`config.mk`:
```
export PLATFORM = sky130hd
export DESIGN_NAME = fifo_ptr_ctrl
export DESIGN_NICKNAME = d
export VERILOG_FILES = /design/src/rtl/fifo_ptr_ctrl.sv
export SDC_FILE = /design/constraint.sdc
export NUM_CORES = 1
export LEC_CHECK = 0
export CORE_MARGIN = 5
export CORE_UTILIZATION = 35
export CTS_BUF_LIST = sky130_fd_sc_hd__clkbuf_4 sky130_fd_sc_hd__clkbuf_8
export CTS_CLUSTER_SIZE = 16
export DETAILED_ROUTE_END_ITERATION = 7
export GPL_TIMING_DRIVEN = 1
export PLACE_DENSITY = 0.6
export SYNTH_ARGS = -nofsm -noshare
export SYNTH_HDL_FRONTEND = slang
export SYNTH_SLANG_ARGS = --single-unit
```
`constraint.sdc`:
```
create_clock -name clk -period 4.1 [get_ports clk]
set_clock_uncertainty 0.1 [all_clocks]
set_input_delay 0.615 -clock clk [delete_from_list [all_inputs] [get_ports clk]]
set_output_delay 0.615 -clock clk [all_outputs]
set_load 0.01 [all_outputs]
```
`src/rtl/fifo_ptr_ctrl.sv`:
```
// FIFO pointer control: qualifies raw wr/rd against full/empty, keeps the extended
// pointers, occupancy count, threshold flags and saturating drop counters.
module fifo_ptr_ctrl #(
  parameter int ADDR_W    = 4,
  parameter int AF_MARGIN = 2,
  parameter int AE_MARGIN = 2,
  parameter int DROP_W    = 8
) (
  input  logic              clk,
  input  logic              rst_n,
  input  logic              i_clr,
  input  logic              i_wr,
  input  logic              i_rd,
  output logic              o_fifo_we,
  output logic              o_fifo_rd,
  output logic [ADDR_W:0]   o_wptr,
  output logic [ADDR_W:0]   o_rptr,
  output logic [ADDR_W-1:0] o_waddr,
  output logic [ADDR_W-1:0] o_raddr,
  output logic [ADDR_W:0]   o_count,
  output logic              o_almost_full,
  output logic              o_almost_empty,
  output logic [DROP_W-1:0] o_wr_drop_cnt,
  output logic [DROP_W-1:0] o_rd_drop_cnt
);

  localparam int DEPTH = 1 << ADDR_W;
  localparam logic [ADDR_W:0] AF_TH = (ADDR_W+1)'(DEPTH - AF_MARGIN);
  localparam logic [ADDR_W:0] AE_TH = (ADDR_W+1)'(AE_MARGIN);
  localparam logic [DROP_W-1:0] DROP_MAX = {DROP_W{1'b1}};

  logic [ADDR_W:0]   r_wptr, r_rptr, r_count;
  logic              r_almost_full, r_almost_empty;
  logic [DROP_W-1:0] r_wr_drop_cnt, r_rd_drop_cnt;

  logic              w_full, w_empty, w_wr_drop, w_rd_drop;
  logic [ADDR_W:0]   w_wptr_nxt, w_rptr_nxt, w_count_nxt;
  logic              w_af_nxt, w_ae_nxt;
  logic [DROP_W-1:0] w_wr_drop_nxt, w_rd_drop_nxt;

  // Status comes from registered pointers only, so strobes never loop back through wr/rd.
  assign w_full    = (r_wptr[ADDR_W] ^ r_rptr[ADDR_W]) &&
                     (r_wptr[ADDR_W-1:0] == r_rptr[ADDR_W-1:0]);
  assign w_empty   = (r_wptr == r_rptr);
  assign o_fifo_we = i_wr & ~w_full  & ~i_clr;
  assign o_fifo_rd = i_rd & ~w_empty & ~i_clr;
  assign w_wr_drop = i_wr & w_full  & ~i_clr;
  assign w_rd_drop = i_rd & w_empty & ~i_clr;

  // Next-state: clear restores the reset image, otherwise advance pointers, count, flags, drops.
  always_comb begin
    w_wptr_nxt    = r_wptr;
    w_rptr_nxt    = r_rptr;
    w_count_nxt   = r_count;
    w_af_nxt      = r_almost_full;
    w_ae_nxt      = r_almost_empty;
    w_wr_drop_nxt = r_wr_drop_cnt;
    w_rd_drop_nxt = r_rd_drop_cnt;
    if (i_clr) begin
      w_wptr_nxt    = '0;
      w_rptr_nxt    = '0;
      w_count_nxt   = '0;
      w_af_nxt      = 1'b0;
      w_ae_nxt      = 1'b1;
      w_wr_drop_nxt = '0;
      w_rd_drop_nxt = '0;
    end else begin
      w_wptr_nxt  = r_wptr + {{ADDR_W{1'b0}}, o_fifo_we};
      w_rptr_nxt  = r_rptr + {{ADDR_W{1'b0}}, o_fifo_rd};
      w_count_nxt = r_count + {{ADDR_W{1'b0}}, o_fifo_we} - {{ADDR_W{1'b0}}, o_fifo_rd};
      w_af_nxt    = (w_count_nxt >= AF_TH);
      w_ae_nxt    = (w_count_nxt <= AE_TH);
      if (w_wr_drop && (r_wr_drop_cnt != DROP_MAX)) begin
        w_wr_drop_nxt = r_wr_drop_cnt + {{(DROP_W-1){1'b0}}, 1'b1};
      end else begin
        w_wr_drop_nxt = r_wr_drop_cnt;
      end
      if (w_rd_drop && (r_rd_drop_cnt != DROP_MAX)) begin
        w_rd_drop_nxt = r_rd_drop_cnt + {{(DROP_W-1){1'b0}}, 1'b1};
      end else begin
        w_rd_drop_nxt = r_rd_drop_cnt;
      end
    end
  end

  // State registers with asynchronous active-low reset.
  always_ff @(posedge clk or negedge rst_n) begin
    if (!rst_n) begin
      r_wptr         <= '0;
      r_rptr         <= '0;
      r_count        <= '0;
      r_almost_full  <= 1'b0;
      r_almost_empty <= 1'b1;
      r_wr_drop_cnt  <= '0;
      r_rd_drop_cnt  <= '0;
    end else begin
      r_wptr         <= w_wptr_nxt;
      r_rptr         <= w_rptr_nxt;
      r_count        <= w_count_nxt;
      r_almost_full  <= w_af_nxt;
      r_almost_empty <= w_ae_nxt;
      r_wr_drop_cnt  <= w_wr_drop_nxt;
      r_rd_drop_cnt  <= w_rd_drop_nxt;
    end
  end

  assign o_wptr         = r_wptr;
  assign o_rptr         = r_rptr;
  assign o_waddr        = r_wptr[ADDR_W-1:0];
  assign o_raddr        = r_rptr[ADDR_W-1:0];
  assign o_count        = r_count;
  assign o_almost_full  = r_almost_full;
  assign o_almost_empty = r_almost_empty;
  assign o_wr_drop_cnt  = r_wr_drop_cnt;
  assign o_rd_drop_cnt  = r_rd_drop_cnt;

endmodule

```
Word level (Yosys, flattened, before mapping)
Index checks and enable logic that the tools add are counted.

operators by class
  add/subtract/negate cells = 6
  order comparisons = 2
  eq/ne operators = 4
  muxes and demuxes = 9
  bitwise gates (word level) = 12
  reductions and logical operators = 5

operators by type and width
  cell                                                            number
  two-way mux 8 bit                                               4
  adder 8 x 1 -> 8 bit, second input constant                     2
  != test 8 bit, second input constant                            2
  adder 5 x 1 -> 5 bit                                            3
  two-way mux 5 bit                                               3
  bitwise AND 1 bit                                               8
  == test 5 bit                                                   1
  >= comparator 5 x 4 -> 1 bit, second input constant             1
  less-or-equal comparator 5 x 2 -> 1 bit, second input constant  1
  subtractor 5 x 1 -> 5 bit                                       1
  == test 4 bit                                                   1
  nonzero test 2 bit                                              2
  logical AND 1 bit                                               3
  NOT 1 bit                                                       3
  two-way mux 1 bit                                               2
  bitwise XOR 1 bit                                               1

word-level totals
  register bits after elaboration = 33
  input port bits = 5
  output and inout port bits = 43
  word-level logic and storage cells = 45

Longest topological paths before layout
Gate-level depths: netlist of the first run.

  word-level depth = 9
  depth in mapped cells = 11
  gate-level depth less buffers = 11

Least setup slack after synthesis of the first run
OpenSTA, ideal clock, no wires.

  kind = register to register
  start point = register r_rptr[2], in the netlist o_rptr[2]
  end point = register r_almost_full, in the netlist o_almost_full
  setup time = 78 ps
  arrival time = 2725 ps
  data required time = 3922 ps
  path slack = 1197 ps
  cell stages (with the launch flop) = 10
  path buffers = 0
  period minus slack after synthesis = 2903 ps
  cells stage by stage = dfrtp_1 xnor2_1 and4_1 a21oi_1 xor2_1 ha_1 inv_1 fa_1 or4_1 a21oi_1

on the way
  elaborated cells between the ends (all ways) = 13
  those cells by class = 2 x add/sub; 1 x order compare; 2 x eq/ne; 1 x mux; 6 x bitwise; 1 x reduce/logical

RTL lines
  element                          RTL line  RTL
  start, declared                  32        logic [ADDR_W:0] r_wptr, r_rptr, r_count;
  start signal, assigned           98        r_rptr <= w_rptr_nxt;
  == test 5 bit                    44        assign w_empty = (r_wptr == r_rptr);
  NOT 1 bit                        46        assign o_fifo_rd = i_rd & ~w_empty & ~i_clr;
  bitwise AND 1 bit (2 in series)  46
  named net o_fifo_rd              15        output logic o_fifo_rd,
  subtractor 5 x 1 -> 5 bit        70        w_count_nxt = r_count + {{ADDR_W{1'b0}}, o_fifo_we} - {{ADDR_W{1'b0}}, o_fifo_rd};
  >= comparator 5 x 4 -> 1 bit     71        w_af_nxt = (w_count_nxt >= AF_TH);
  two-way mux 1 bit                59        if (i_clr) begin
  named net w_af_nxt               38        logic w_af_nxt, w_ae_nxt;
  end signal, assigned             100       r_almost_full <= w_af_nxt;
  end, declared                    33        logic r_almost_full, r_almost_empty;

The timed path passes the listed nets, and every way through them passes these cells.
A chain may end at the register's enable or synchronous reset.

Final worst setup path of the first run
  start point = input i_clr
  end point = register r_almost_full, in the netlist o_almost_full

on the way
  longest elaborated chain between the ends = 6
  elaborated cells between the ends (all ways) = 7
  those cells by class = 2 x add/sub; 1 x order compare; 1 x mux; 3 x bitwise

RTL lines
  element                       RTL line  RTL
  start, declared               11        input logic i_clr,
  NOT 1 bit                     45, 46
  bitwise AND 1 bit             45        assign o_fifo_we = i_wr & ~w_full & ~i_clr;
  adder 5 x 1 -> 5 bit          70
  subtractor 5 x 1 -> 5 bit     70
  >= comparator 5 x 4 -> 1 bit  71
  two-way mux 1 bit *           59
  named net w_af_nxt            38

The timed path passes the listed nets; every way through them passes the cells marked *.

==> results of run 1 <==
-- metal layers --
metal / vias to the layer above / GRT usage
met3: 10 / 0.0373
li1: 786 / -
met1: 753 / 0.169
met5: - / 0
met4: 0 / 0.0604
met2: 39 / 0.199
-- worst max-delay path, cell delays in order --
cell and delay, ns:
clkdlybuf4s50_1 0.46, nand2b_1 0.18, a21oi_1 0.30, xor2_1 0.18, ha_1 0.17, inv_1 0.05
fa_1 0.47, or4_1 0.54, a21oi_1 0.17
-- sequential cells by signal, summed over array words and instances (netlist names) --
signal          count
o_rd_drop_cnt       8
o_wr_drop_cnt       8
o_count             5
o_rptr              5
o_wptr              5
o_almost_empty      1
o_almost_full       1
-- cell usage after synthesis, types with 2 or more instances --
| library cell | count |
|---|---|
| dfrtp_1 | 32 |
| nand2b_1 | 5 |
| nand3_1 | 12 |
| nand4_1 | 6 |
| nor4_1 | 2 |
| o21ai_0 | 4 |
| buf_4 | 8 |
| buf_6 | 2 |
| nor2_1 | 20 |
| inv_1 | 9 |
| and3_1 | 2 |
| buf_1 | 2 |
| nor2b_1 | 10 |
| or3_1 | 3 |
| a21oi_1 | 18 |
| buf_2 | 2 |
| xor2_1 | 7 |
| o31ai_1 | 7 |
| ha_1 | 10 |
| or4_1 | 8 |
| mux2_2 | 5 |
| xnor2_1 | 8 |
| clkbuf_1 | 3 |
-- cell type report --
| class | instances | area, um^2 | share of cell area |
|---|---|---|---|
| Multi-Input combinational cell | 140 | 977 | 0.390 |
| Sequential cell | 33 | 827 | 0.330 |
| Timing Repair Buffer | 49 | 485 | 0.194 |
| Clock buffer | 8 | 91.3 | 0.0365 |
| Tap cell | 72 | 90.1 | 0.0360 |
| Inverter | 9 | 33.8 | 0.0135 |
-- power groups by stage --
stage               combinational [mW]  clock [mW]  sequential [mW]
global placement                 0.265           0            0.383
finish                           0.261       0.257            0.376
floorplan                        0.156           0            0.393
CTS                              0.264       0.269            0.377
detailed placement               0.263           0            0.383
global route                     0.290       0.286            0.381
-- worst max path at each step --
| stage | from | end | slack, ns | cells past startpoint |
|---|---|---|---|---|
| finish | i_clr | o_almost_full$_DFF_PN0_ | 1.05 | 9 |
| global route | o_wptr[2]$_DFF_PN0_ | o_almost_full$_DFF_PN0_ | 0.89 | 9 |
| CTS | o_wptr[2]$_DFF_PN0_ | o_almost_full$_DFF_PN0_ | 1.11 | 9 |
| detailed placement | i_clr | o_almost_full$_DFF_PN0_ | 0.81 | 9 |
| global placement | i_clr | o_almost_full$_DFF_PN0_ | 0.89 | 9 |
| floorplan | o_rptr[2]$_DFF_PN0_ | o_almost_full$_DFF_PN0_ | 1.20 | 9 |
-- cells by family after synthesis --
group                    Yosys count  share of synthesized area
AND/OR/NAND/NOR                   75                      0.218
AO/OA/AOI/OAI                     33                      0.104
flip-flops                        33                      0.424
buffers and inverters             26                     0.0745
XOR/XNOR                          16                     0.0757
adder cells (fa/ha/maj)           11                     0.0745
multiplexers                       5                     0.0289
-- metrics by stage --
| stage | cells | hold slack (ns) | area (um^2) | total power, mW | util |
|---|---|---|---|---|---|
| global route | 311 | 0.533 | 2500 | 0.958 | 0.458 |
| floorplan | 199 | 0.219 | 1950 | 0.549 | - |
| global placement | 303 | 0.480 | 2410 | 0.648 | 0.441 |
| finish | 311 | 0.491 | 2500 | 0.893 | 0.458 |
| CTS | 311 | 0.492 | 2500 | 0.910 | 0.458 |
| detailed placement | 303 | 0.483 | 2410 | 0.646 | 0.441 |
==> results.yml, run 1 <==
route:
  drtIter0Drc: 70
  wl_met3_um: 190
  wl_met2_um: 1970
  route.detailed.wl_per_inst_um: 14.1
  drt.antenna.violating_nets: 0
  drtPass1Iterations: 4
  drc: 0
  wl_met1_um: 2110
  wirelength_um: 4380
  viasPerCell: 5.11
  vias: 1588
  highest_layer: "met4"
global_route:
  antenna_found_initial: 0
  gr-total-overflow: 0
  grt_usage: 0.130
  grt_pass1_wl_um: 7380
  grt_max_degree: 39
  grt_pass1_vias: 1519
run_status:
  status: "completed"
timing:
  max_freq_mhz: 328
  period_share: 0.744
  rsz0062_at_grt: "no"
  hold_violations: 0
  fin_ws_ns: 1.05
  final-setup-viol-count: 0
  slew_headroom: 0.489
  period_minus_slack_ns: 3.05
  tns_ns: 0
  drv_slew: 0
  worst_pin_slew_ns: 0.763
synthesis:
  ys.warnings.count: 0
  avgSynthCellArea_um2: 9.80
  synth_cells: 199
  yosysTopAreaCellShare: 0.411
  synthFlopType: "dfrtp_1"
  synth_seq_area_share: 0.424
  syn_nets: 215
  yosysUniqueCellTypes: 37
  synthArstFlopShare: 1.00
  syn_area_um2: 1950
  synth.top_cells.by_area: "dfrtp_1, ha_1, a21oi_1"
  synth_edf_count: 0
  synth_largest_area_cell: "dfrtp_1"
  ys_seq_elements: 33
die:
  rows: 27
  start_util: 0.356
  io_pins: 48
  dieArea_um2: 7160
  die_w_um: 84.6
  core-area_um2: 5470
  die_h_um: 84.6
setup_path:
  crit_type: "in2reg"
  reg2reg_depth: 9
  arrival_ns: 3.16
  critPathCaptureType: "flip-flop"
  crit_fanout: 4
  required_ns: 4.21
  worstReg2RegStart: "o_wptr[2]$_DFF_PN0_"
  cp-start-kind: "input port"
  r2r_end: "o_almost_full$_DFF_PN0_"
  timing.reg2reg.setup_slack_ns: 1.08
hold_path:
  holdCritStartpoint: "o_wr_drop_cnt[5]$_DFFE_PN0P_"
  hp-class: "reg2reg"
  hold_end: "o_wr_drop_cnt[5]$_DFFE_PN0P_"
  min_path_cells: 2
layout:
  diodes: 0
  area_delta_synth_final_pct: 28.5
  final_common_cell: "clkdlybuf4s50_1"
  drive_gt1_frac: 0.0879
  fillers: 547
  nNetsFinal: 254
  final_cell_mix: "clkdlybuf4s50_1, dfrtp_1, nor2_1"
place:
  routabilityCongestion: 0.783
  post-dp-hpwl_um: 3070
  pre_cts_ws_ns: 0.809
  numPortBuffers: 47
clock_network:
  cts_root_buf: "clkbuf_8"
  cts.sinks: 33
  cts_inserted_buffers: 5
  hold_buffers: 0
  path_clk_slew_ns: 0.07
  htreeDepth: 2
  clock_latency_ns: 0.29
  cts-resized-gates: 0
  post-cts-setup-buffers: 0
  cts_tree: "built"
  cts_buffer_depth: 2
power_and_ir_drop:
  netSwitchingPower_uw: 269
  max-vdd-ir-drop_v: 0.000138
  p_sw_frac: 0.301
  p_int_uw: 625
  power.share.clock: 0.287
  p_per_area_nw_per_um2: 357
  p_leak_nw: 1.02
  p_seq_frac: 0.421
  combPwrFrac: 0.292
job:
  drv_cap: 0
Note: power is estimated with default switching activity, not from simulation.
==> inputs of run 2 (changes only) <==
- PLACE_DENSITY: 0.6 -> 0.62
- clock period: 4.1 -> 2.5 ns (I/O delays scaled with it)
==> run 2 against run 1 <==
Compared with the run above:
- the flow now finishes with violations (setup timing)
- critical endpoint unchanged
- largest cell class unchanged
- first-iteration DRC count shrank 17%
- total power grew 77%
- clock power grew 71%
- sequential cell count is the same
==> results.yml, run 2 (same netlist as run 1, synthesis figures left out) <==
run_status:
  status: "complete, but fails checks"
  failed_checks: "setup timing"
layout:
  drive_gt1_frac: 0.243
  nNetsFinal: 278
  register_area_um2: 836
  final_common_cell: "clkdlybuf4s50_1"
  area_delta_synth_final_pct: 41.7
  fillers: 532
  multiInputGateArea_um2: 1040
  final_area_um2: 2760
  final_cell_mix: "clkdlybuf4s50_1, buf_4, dfrtp_1"
  diodes: 0
route:
  route.detailed.wl_per_inst_um: 13.4
  vias: 1667
  drc: 0
  wirelength_um: 4490
  drt.antenna.violating_nets: 0
  drtPass1Iterations: 4
  drtIter0Drc: 58
  viasPerCell: 4.98
timing:
  final-setup-viol-count: 2
  worst_pin_slew_ns: 0.714
  whs_ns: 0.394
  slew_headroom: 0.522
  period_share: 1.02
  max_freq_mhz: 392
  rsz0062_at_grt: "yes"
  fin_ws_ns: -0.0516
  drv_slew: 0
  period_minus_slack_ns: 2.55
  hold_violations: 0
global_route:
  met1_usage: 0.182
  gr-total-overflow: 0
  grt_usage: 0.134
  grt_util_met2: 0.201
  busiest_layer: "met2"
  grt_pass1_wl_um: 7780
  met3_usage: 0.0451
  grt_max_degree: 39
  antenna_found_initial: 0
  grt_pass1_vias: 1613
setup_path:
  crit_type: "reg2reg"
  arrival_ns: 2.66
  crit_family: "simple AND/OR/NAND/NOR gates"
  cp_cell_sequence: "xnor2_2 -> and4_4 -> a21oi_4 -> xor2_1 -> ha_2 -> inv_2 -> fa_2 -> or4_1 -> a21oi_1"
  crit_fanout: 2
  required_ns: 2.61
  critPathCaptureType: "flip-flop"
  cpMaxStageDelayCell: "or4_1"
  cp-start-kind: "flip-flop"
  slowest_delay_ns: 0.47
  critPathBufInv: 1
place:
  post-dp-hpwl_um: 3250
  numPortBuffers: 47
  dpl_cell_area_um2: 2640
  routabilityCongestion: 0.788
die:
  rows: 27
  io_pins: 48
  die_w_um: 84.6
  start_util: 0.356
  core-area_um2: 5470
  die_h_um: 84.6
  dieArea_um2: 7160
power_and_ir_drop:
  p_total_mw: 1.58
  p_leak_nw: 1.15
  p_per_area_nw_per_um2: 573
  max-vdd-ir-drop_v: 0.000265
clock_network:
  cts_root_buf: "clkbuf_8"
  cts_tree: "built"
  cts.sinks: 33
  cts_buffer_depth: 2
  hold_buffers: 0
  path_clk_slew_ns: 0.07
  htreeDepth: 2
  cts_inserted_buffers: 5
  clock_latency_ns: 0.29
hold_path:
  hp-class: "in2async"
job:
  drv_cap: 0
## run 2: changes by cell type in the layout (fill, tap and decap cells not counted), moves of 2 or more
cell and change:
buf_4 +24, dfrtp_1 -7, dfrtp_2 +7, xnor2_1 -5, xnor2_2 +5, a21oi_1 -3
a21oi_2 +2
## run 2: what timing repair did
item | 4_1_cts | 5_1_grt
gates resized for setup | 2 | 0
setup endpoints to repair | 2 | 3
setup buffers | 1 | 1
pin swaps | 1 | 2
## run 2: worst paths after layout
| path | to | depth (start not counted) | startpoint | slack [ns] |
|---|---|---|---|---|
| max | o_almost_full$_DFF_PN0_ | 9 | o_rptr[1]$_DFF_PN0_ | -0.05 |
| min | o_wr_drop_cnt[6]$_DFFE_PN0P_ | 2 | rst_n | 0.39 |
| min in group clk | o_wr_drop_cnt[4]$_DFFE_PN0P_ | 2 | o_wr_drop_cnt[4]$_DFFE_PN0P_ | 0.50 |
| min reg2reg | o_wr_drop_cnt[4]$_DFFE_PN0P_ | 2 | o_wr_drop_cnt[4]$_DFFE_PN0P_ | 0.50 |
| max reg2reg | o_almost_full$_DFF_PN0_ | 9 | o_rptr[1]$_DFF_PN0_ | -0.05 |
| max in group asynchronous | o_almost_empty$_DFF_PN1_ | 2 | rst_n | 1.56 |
## run 2: where the power goes
part	leakage [nW]	switching [mW]	internal, mW
Combinational	0.656	0.249	0.278
Clock	0.0523	0.194	0.246
Sequential	0.439	0.0312	0.584
## run 2: final cells by class
type	count	share of cell area
clock buffers	8	0.0353
inverters	9	0.0122
multi-input cells	140	0.377
flip-flops and latches	33	0.303
well taps	72	0.0326
repair buffers	73	0.240
## run 2: metal layers
layer  vias up  part of all wire
met2        39              0.45
met1       797              0.48
met3         7             0.061
met5         -                 0
li1        824                 -
met4         0             0.013
## run 2: stage by stage
stage / TNS, ns / worst slack, ns / cells / utilization
6_report: -0.0848 / -0.0516 / 335 / 0.505
5_1_grt: -0.556 / -0.215 / 335 / 0.505
4_1_cts: -0.115 / -0.0668 / 334 / 0.503
3_5_place_dp: -0.795 / -0.295 / 325 / 0.483
3_3_place_gp: -0.713 / -0.283 / 325 / 0.483
2_1_floorplan: -0.111 / -0.0839 / 199 / -
==> inputs of run 3 (changes only) <==
- MAX_ROUTING_LAYER: default -> met4
- PLACE_DENSITY: 0.62 -> 0.6
- clock period: 2.5 -> 3 ns (I/O delays scaled with it)
==> run 3 against run 2 <==
Compared with the run above:
- the flow now finishes without violations
- die area unchanged
- clock-buffer cell count down 2
- maximum frequency down 7.9%
- critical path depth unchanged
- via count down 4.7%
- core utilization down 3.5 points
- non-clock buffer count down 15
==> results.yml, run 3 (same netlist as run 1, synthesis figures left out) <==
clock_network:
  post-cts-setup-buffers: 0
  hold_buffers: 0
  cts_inserted_buffers: 5
  clock_latency_ns: 0.29
  htreeDepth: 2
  path_clk_slew_ns: 0.07
  cts_tree: "built"
  cts_root_buf: "clkbuf_8"
  cts.sinks: 33
  cts_buffer_depth: 2
layout:
  diodes: 0
  fillers: 559
  final_cell_mix: "clkdlybuf4s50_1, dfrtp_1, nor2_1"
  area_delta_synth_final_pct: 32.0
  final_common_cell: "clkdlybuf4s50_1"
  instances_no_fill: 320
  final_area_um2: 2570
  drive_gt1_frac: 0.129
  nNetsFinal: 263
die:
  rows: 27
  start_util: 0.356
  io_pins: 48
  core-area_um2: 5470
  die_w_um: 84.6
  die_h_um: 84.6
  dieArea_um2: 7160
global_route:
  antenna_found_initial: 0
  grt_pass1_vias: 1527
  grt_pass1_wl_um: 7400
  grt_max_degree: 37
  gr-total-overflow: 0
  grt_usage: 0.133
route:
  drtPass1Iterations: 4
  vias: 1589
  drc: 0
  drt.antenna.violating_nets: 0
  viasPerCell: 4.97
  drtIter0Drc: 77
  wirelength_um: 4320
  route.detailed.wl_per_inst_um: 13.5
place:
  dp.cells: 312
  post-dp-hpwl_um: 3060
  numPortBuffers: 47
  pre_cts_ws_ns: -0.00692
  dpl_cell_area_um2: 2480
  routabilityCongestion: 0.785
timing:
  worst_pin_slew_ns: 0.712
  drv_slew: 0
  hold_violations: 0
  period_share: 0.924
  final-setup-viol-count: 0
  slew_headroom: 0.523
  rsz0062_at_grt: "no"
  fin_ws_ns: 0.229
  max_freq_mhz: 361
  period_minus_slack_ns: 2.77
setup_path:
  crit_fanout: 5
  critPathCaptureType: "flip-flop"
  timing.reg2reg.setup_slack_ns: 0.23
  arrival_ns: 2.87
  cp-start-kind: "flip-flop"
  required_ns: 3.10
  crit_type: "reg2reg"
power_and_ir_drop:
  power.share.clock: 0.272
  p_int_uw: 848
  max-vdd-ir-drop_v: 0.000223
  p_leak_nw: 1.07
  p_total_mw: 1.23
  p_sw_frac: 0.310
  netSwitchingPower_uw: 381
  p_per_area_nw_per_um2: 478
  p_seq_frac: 0.417
  combPwrFrac: 0.310
run_status:
  status: "completed"
job:
  drv_cap: 0
hold_path:
  hp-class: "in2async"
run 3: final timing paths:
path                            cells after the start                          from                            to
worst max register to register                      9           o_wptr[3]$_DFF_PN0_       o_almost_full$_DFF_PN0_
worst min-delay path                                2                         rst_n  o_rd_drop_cnt[2]$_DFFE_PN0P_
max in group asynchronous                           2                         rst_n      o_almost_empty$_DFF_PN1_
worst max-delay path                                9           o_wptr[3]$_DFF_PN0_       o_almost_full$_DFF_PN0_
worst min register to register                      2  o_rd_drop_cnt[1]$_DFFE_PN0P_  o_rd_drop_cnt[1]$_DFFE_PN0P_
min in group clk                                    2  o_rd_drop_cnt[1]$_DFFE_PN0P_  o_rd_drop_cnt[1]$_DFFE_PN0P_
run 3: worst max-delay path, stage by stage, from the launching register on:
cell     delay (ns)
dfrtp_1        0.43
xnor2_1        0.17
and4_2         0.28
a21oi_2        0.18
xor2_1         0.17
ha_1           0.18
inv_1          0.05
fa_1           0.44
or4_1          0.52
a21oi_1        0.16
run 3: power by group through the flow:
stage | Clock, mW | Combinational [mW] | Sequential, mW
after detailed placement | 0 | 0.381 | 0.522
after global routing | 0.364 | 0.425 | 0.519
after global placement | 0 | 0.378 | 0.525
after CTS | 0.349 | 0.385 | 0.514
after floorplan | 0 | 0.214 | 0.537
final | 0.335 | 0.382 | 0.513
run 3: metal layers:
layer	track usage	share of wire	wire length, um	vias to the layer above
met5	-	0	0	-
met4	0.0561	0.019	84	0
met3	0.0314	0.038	163	5
met2	0.196	0.46	1970	36
met1	0.173	0.49	2100	756
li1	-	-	-	792
run 3: per-stage QoR:
step | TNS (ns) | util | hold slack (ns)
after detailed placement | -0.00692 | 0.453 | 0.486
after global placement | 0 | 0.453 | 0.477
final | 0 | 0.470 | 0.463
after CTS | 0 | 0.469 | 0.471
after global routing | 0 | 0.470 | 0.505
after floorplan | 0 | - | 0.0544
run 3: cell type report:
class / count / area [um^2] / share of cell area
tap: 72 / 90.1 / 0.0350
inverter: 9 / 33.8 / 0.0131
sequential: 33 / 827 / 0.321
multi-input combinational: 140 / 982 / 0.382
clock inverter: 2 / 10.0 / 0.00389
clock buffer: 6 / 76.3 / 0.0297
timing repair buffer: 58 / 553 / 0.215
run 3: timing repair:
item	4_1_cts	5_1_grt
resized for setup	0	2
endpoints found under the setup margin	0	1
hold endpoints to repair	0	0
